`src/rtl/bitcount_mdu.sv`:
```
// Multi-cycle bit-count unit: popcount, zero count, CLZ or CTZ over a 32-bit operand,
// consuming CHUNK bits per cycle with mult/div-style start/busy/done/cancel sequencing.
module bitcount_mdu #(
  parameter int unsigned CHUNK = 4
) (
  input  logic        clk,
  input  logic        reset,
  input  logic        start,
  input  logic [1:0]  op,
  input  logic [31:0] numin,
  input  logic        cancel,
  output logic        busy,
  output logic        done,
  output logic [5:0]  numout
);

  localparam int unsigned N        = 32 / CHUNK;
  localparam logic [4:0]  LastStep = 5'(N - 1);

  typedef enum logic [0:0] {StIdle, StRun} state_e;

  state_e      state_q, state_d;
  logic [31:0] operand_q, operand_d;
  logic [1:0]  op_q, op_d;
  logic [5:0]  count_q, count_d;
  logic [4:0]  step_q, step_d;
  logic        found_q, found_d;
  logic        done_q, done_d;
  logic [5:0]  numout_q, numout_d;

  logic [31:0]      numin_rev;
  logic [CHUNK-1:0] chunk;
  logic [5:0]       ones, zeros, lead;
  logic             seen;

  // CLZ is stored bit-reversed so every mode scans LSB-first from the bottom chunk.
  always_comb begin
    numin_rev = {<<{numin}};
  end

  always_comb begin
    chunk = operand_q[CHUNK-1:0];
    ones  = '0;
    lead  = '0;
    seen  = 1'b0;
    for (int i = 0; i < int'(CHUNK); i++) begin
      ones = ones + {5'd0, chunk[i]};
      if (!seen) begin
        if (chunk[i]) seen = 1'b1;
        else          lead = lead + 6'd1;
      end
    end
    zeros = 6'(CHUNK) - ones;
  end

  always_comb begin
    state_d   = state_q;
    operand_d = operand_q;
    op_d      = op_q;
    count_d   = count_q;
    step_d    = step_q;
    found_d   = found_q;
    numout_d  = numout_q;
    done_d    = 1'b0;
    unique case (state_q)
      StIdle: begin
        if (start && !cancel) begin
          state_d   = StRun;
          operand_d = (op == 2'b10) ? numin_rev : numin;
          op_d      = op;
          count_d   = '0;
          step_d    = '0;
          found_d   = 1'b0;
        end
      end
      StRun: begin
        if (cancel) begin
          state_d = StIdle;
        end else begin
          operand_d = operand_q >> CHUNK;
          step_d    = step_q + 5'd1;
          unique case (op_q)
            2'b00:   count_d = count_q + ones;
            2'b01:   count_d = count_q + zeros;
            default: begin
              if (!found_q) count_d = count_q + lead;
              found_d = found_q | seen;
            end
          endcase
          if (step_q == LastStep) begin
            state_d  = StIdle;
            numout_d = count_d;
            done_d   = 1'b1;
          end
        end
      end
      default: state_d = StIdle;
    endcase
  end

  always_ff @(posedge clk or negedge reset) begin
    if (!reset) begin
      state_q   <= StIdle;
      operand_q <= '0;
      op_q      <= '0;
      count_q   <= '0;
      step_q    <= '0;
      found_q   <= 1'b0;
      done_q    <= 1'b0;
      numout_q  <= '0;
    end else begin
      state_q   <= state_d;
      operand_q <= operand_d;
      op_q      <= op_d;
      count_q   <= count_d;
      step_q    <= step_d;
      found_q   <= found_d;
      done_q    <= done_d;
      numout_q  <= numout_d;
    end
  end

  assign busy   = (state_q == StRun);
  assign done   = done_q;
  assign numout = numout_q;

endmodule

```
`config.mk`:
```
export PLATFORM = sky130hd
export DESIGN_NAME = bitcount_mdu
export DESIGN_NICKNAME = d
export VERILOG_FILES = /design/src/rtl/bitcount_mdu.sv
export SDC_FILE = /design/constraint.sdc
export NUM_CORES = 1
export LEC_CHECK = 0
export ABC_AREA = 1
export CAP_MARGIN = 30
export CORE_UTILIZATION = 39
export CTS_BUF_LIST = sky130_fd_sc_hd__clkbuf_4 sky130_fd_sc_hd__clkbuf_8
export DETAILED_ROUTE_END_ITERATION = 8
export DONT_BUFFER_PORTS = 1
export HOLD_SLACK_MARGIN = 0.02
export PLACE_DENSITY = 0.59
export SLEW_MARGIN = 0
export SYNTH_ARGS = -nofsm -noshare
export SYNTH_HDL_FRONTEND = slang
export SYNTH_SLANG_ARGS = --single-unit
```
`constraint.sdc`:
```
create_clock -name clk -period 3.3 [get_ports clk]
set_input_delay 0.66 -clock clk [delete_from_list [all_inputs] [get_ports clk]]
set_output_delay 0.66 -clock clk [all_outputs]
set_load 0.005 [all_outputs]
```
==> summary.txt <==
Synthesis
  • Syn_nets: 522
  • Syn Std Cell Area: 3546 um^2
  • Part of the Yosys area used for sequential elements: 38.11%
  • Count of distinct cell types in the synthesized netlist: 34
  • Mean area per synthesized cell: ~7.7 um^2
  • Warning count from the yosys run: 0
  • Number of instances in the synthesized netlist: 461
  • Flop and latch count out of synthesis: 54

Timing
  • Final setup violation count: 0
  • Final-report max-slew violation count: 0
  • Clock skew after layout: 0.008578 ns
  • Max Clock Freq: 328.0 MHz
  • Post-route clock period utilization: 92.40%
  • Final hold viol count: 0
  • Worst hold margin: 0.03989 ns
  • Relative max-transition margin: 43.72%
  • Slack of the critical path: around 0.25 ns
  • Actual transition at the worst max-transition pin: 0.8414 ns
  • Min cycle time layout: 3.049 ns

Global routing
  • Largest net degree at the start of global routing: 55
  • Antenna violations before repair: 0
  • Global-route wire length before repair: 13.68 mm
  • Number of global-route vias before repair: 2,827
  • GRT Resource Usage Total: 17.76%
  • Final global-route overflow total: 0

Setup path
  • Data arrival time of the critical path: 3.31 ns
  • Crit Path Category: flop to flop
  • R2R Path Start: operand_q[0]
  • Critical path's most frequent cell: sky130_fd_sc_hd__nand2_1
  • Worst reg2reg path depth: 18
  • Cell depth of the worst setup path: 18
  • Highest cell delay on the worst timing path: 0.48 ns
  • Kind of launch point of the worst setup path: flop
  • Worst setup startpoint: operand_q[0]
  • Delay-heaviest family, CP: adder cells
  • Slowest library cell on the worst path: sky130_fd_sc_hd__fa_1
  • CP Data Required Time: between 3 and 4 ns
  • Count of buffer and inverter cells on the critical path: 2
  • Critical-path cell list: fa_1 -> ha_1 -> ha_1 -> inv_1 -> ha_1 -> inv_1 -> ha_1 -> o21ai_2 -> ha_4 -> nand2_1 -> nand2_1 -> a21oi_1 -> nor2_1 -> nor2_1 -> nand2_1 -> nand2_1 -> nand2_1 -> nand2_1
  • Worst Setup End Kind: flop
  • Critical Path Fanout Max: 5

Floorplanning
  • Total core area: 8763 um^2
  • Standard-cell row count: 34
  • Die Span Y: ~97 um
  • Width of the chip: 97.35 um
  • I/O Pins: 46
  • Die outline area: 9477 um^2
  • Initial core utilization: between 40% and 50%

Clock network
  • Clock latency of the later-clocked register in the worst-skew pair: 0.31 ns
  • Clock sink total: 54
  • Buffers from clock root to sink, at most: 2
  • H-Tree Depth: 2
  • Clock buffer count from CTS: 5
  • Cell chosen for the clock root: sky130_fd_sc_hd__clkbuf_8
  • Clock slew seen by the registers of the worst setup and hold paths: ~0.10 ns
  • TritonCTS clock tree: yes

Route
  • Post-DR vias/cell: 5.149
  • Routed wire length: 7.925 mm
  • Via total after detailed routing: 2,894
  • Post-detailed-route wirelength per cell: 14.10 um
  • Remaining antenna violation count: 0
  • Detailed Route Iter0 Violations: around 140
  • First-pass iteration count of the detailed router: 5
  • DRC violations left: 0

Cells and area
  • Filler instances: 920
  • Non-filler instance count after layout: 562
  • Layout Nets: between 500 and 600
  • Storage cell area: 1351 um^2
  • Number of antenna diodes: 0
  • Fraction of final layout cells with drive strength greater than 1: under 10%
  • Commonest cells after routing, fill and taps aside: 119 x sky130_fd_sc_hd__nand2_1, 60 x sky130_fd_sc_hd__inv_1, 54 x sky130_fd_sc_hd__dfrtp_1
  • Area used by multi-input combinational logic: between 1500 and 2000 um^2
  • Growth of design area from synthesis to finish: 5.187%
  • Most frequent standard cell in the layout excluding fill and tap cells: sky130_fd_sc_hd__nand2_1

Pwr
  • Fraction of power consumed by sequential logic: about 40%
  • Switching part of the total power: 40.28%
  • Part of the total power dissipated in the clock network: 16.2%
  • Total leakage power: 0.001886 uW
  • Total internal power: 1378 uW
  • Combinational cell fraction of total power: between 40% and 50%
  • Net load switching power: 929.4 uW
  • Final Total Pwr: approximately 2300 uW
  • Worst vdd rail ir drop: 0.2140 mV
  • Power per unit of standard cell area: ~620 nW/um^2

Outcome
  • Status: finished clean

Hold path
  • Worst min path class: input pin to asynchronous set/reset pin

Place
  • Routability cong.: 0.8118
  • Count of input and output buffers: 0
  • Number of instances in the placed design: 550
  • Worst-case setup slack after placement: approximately 0.15 ns
  • Post-detail-place hpwl: 5.517 mm

Run
  • Max-cap check violation count: 0
## worst paths after layout
check                                      to  slack (ns)
max in group asynchronous       operand_q[25]        1.89
worst min register to register   operand_q[6]        0.49
worst min-delay path            operand_q[15]        0.04
worst max register to register     count_q[4]        0.25
min in group clk                      op_q[1]        0.47
worst max-delay path               count_q[4]        0.25
## kinds of logic (layout without fill, tap and decap cells)
group / Yosys count / in the layout / share of synthesized area (%)
flops: 54 / 54 / 38.11
simple gates: 167 / 167 / 20.36
xor+xnor: 3 / 3 / 0.7411
compound gates: 123 / 123 / 20.04
mux: 2 / 2 / 0.6351
buf+inv: 89 / 82 / 11.36
fa+ha+maj: 23 / 23 / 8.751
## metrics by stage
stage | instance area [um^2] | setup TNS (ns) | util, %
after floorplan | 3546 | 0 | -
after global placement | 3560 | 0 | 40.62
after detailed placement | 3560 | 0 | 40.62
after CTS | 3643 | 0 | 41.58
after global routing | 3730 | -0.02355 | 42.56
final | 3730 | 0 | 42.56
## sequential cells by signal, indices dropped and copies added (netlist names)
name       cells
operand_q     32
found_q        1
done           1
step_q         5
busy           1
count_q        6
op_q           2
numout         6
## Yosys cell counts, drive strengths merged
| cell | count | area share (%) |
|---|---|---|
| a22oi | 9 | 1.9 |
| nand2 | 120 | 13 |
| a21oi | 33 | 4.7 |
| or2 | 2 | 0.35 |
| nor3b | 1 | 0.21 |
| clkbuf | 9 | 0.95 |
| xor2 | 2 | 0.49 |
| a22o | 1 | 0.25 |
| dfrtp | 54 | 38 |
| nor3 | 3 | 0.42 |
| nand3b | 1 | 0.21 |
| o22ai | 2 | 0.35 |
| xnor2 | 1 | 0.25 |
| mux2 | 2 | 0.64 |
| inv | 67 | 7.3 |
| a2bb2oi | 1 | 0.25 |
| ha | 20 | 7.1 |
| fa | 3 | 1.7 |
| nor2 | 24 | 3.9 |
| o211ai | 22 | 4.7 |
| o21ai | 55 | 8.0 |
| buf | 13 | 3.1 |
| nand4 | 3 | 0.53 |
| nand3 | 12 | 1.8 |
| and3 | 1 | 0.18 |
## what timing repair did
item / 4_1_cts / 5_1_grt
setup endpoints to repair: 0 / 8
endpoints found under the hold margin: 0 / 19
setup buffers: 0 / 2
resized for setup: 0 / 9
hold buffers: 0 / 3
## power groups by stage
stage               combinational [uW]  clock [uW]  sequential, uW
floorplan                          770           0             896
global placement                   904           0             927
detailed placement                 925           0             930
CTS                                929         379             917
global route                      1210         403             941
finish                            1010         374             921
## layout make-up
type	count	share of cell area (%)
Multi-Input combinational cell	318	49.14
Sequential cell	54	36.23
Inverter	67	6.944
Tap cell	108	3.623
Clock buffer	6	2.046
Timing Repair Buffer	8	1.811
Clock inverter	1	0.2013
## layer usage
layer  part of all wire (%)  track usage [%]  vias up
met2                     47            29.04       51
met4                   0.77            3.507        0
met5                      0                0        -
li1                       -                -     1499
met1                     48            25.30     1339
met3                    3.4            2.446        5
Power figures use the tool's default switching activity.
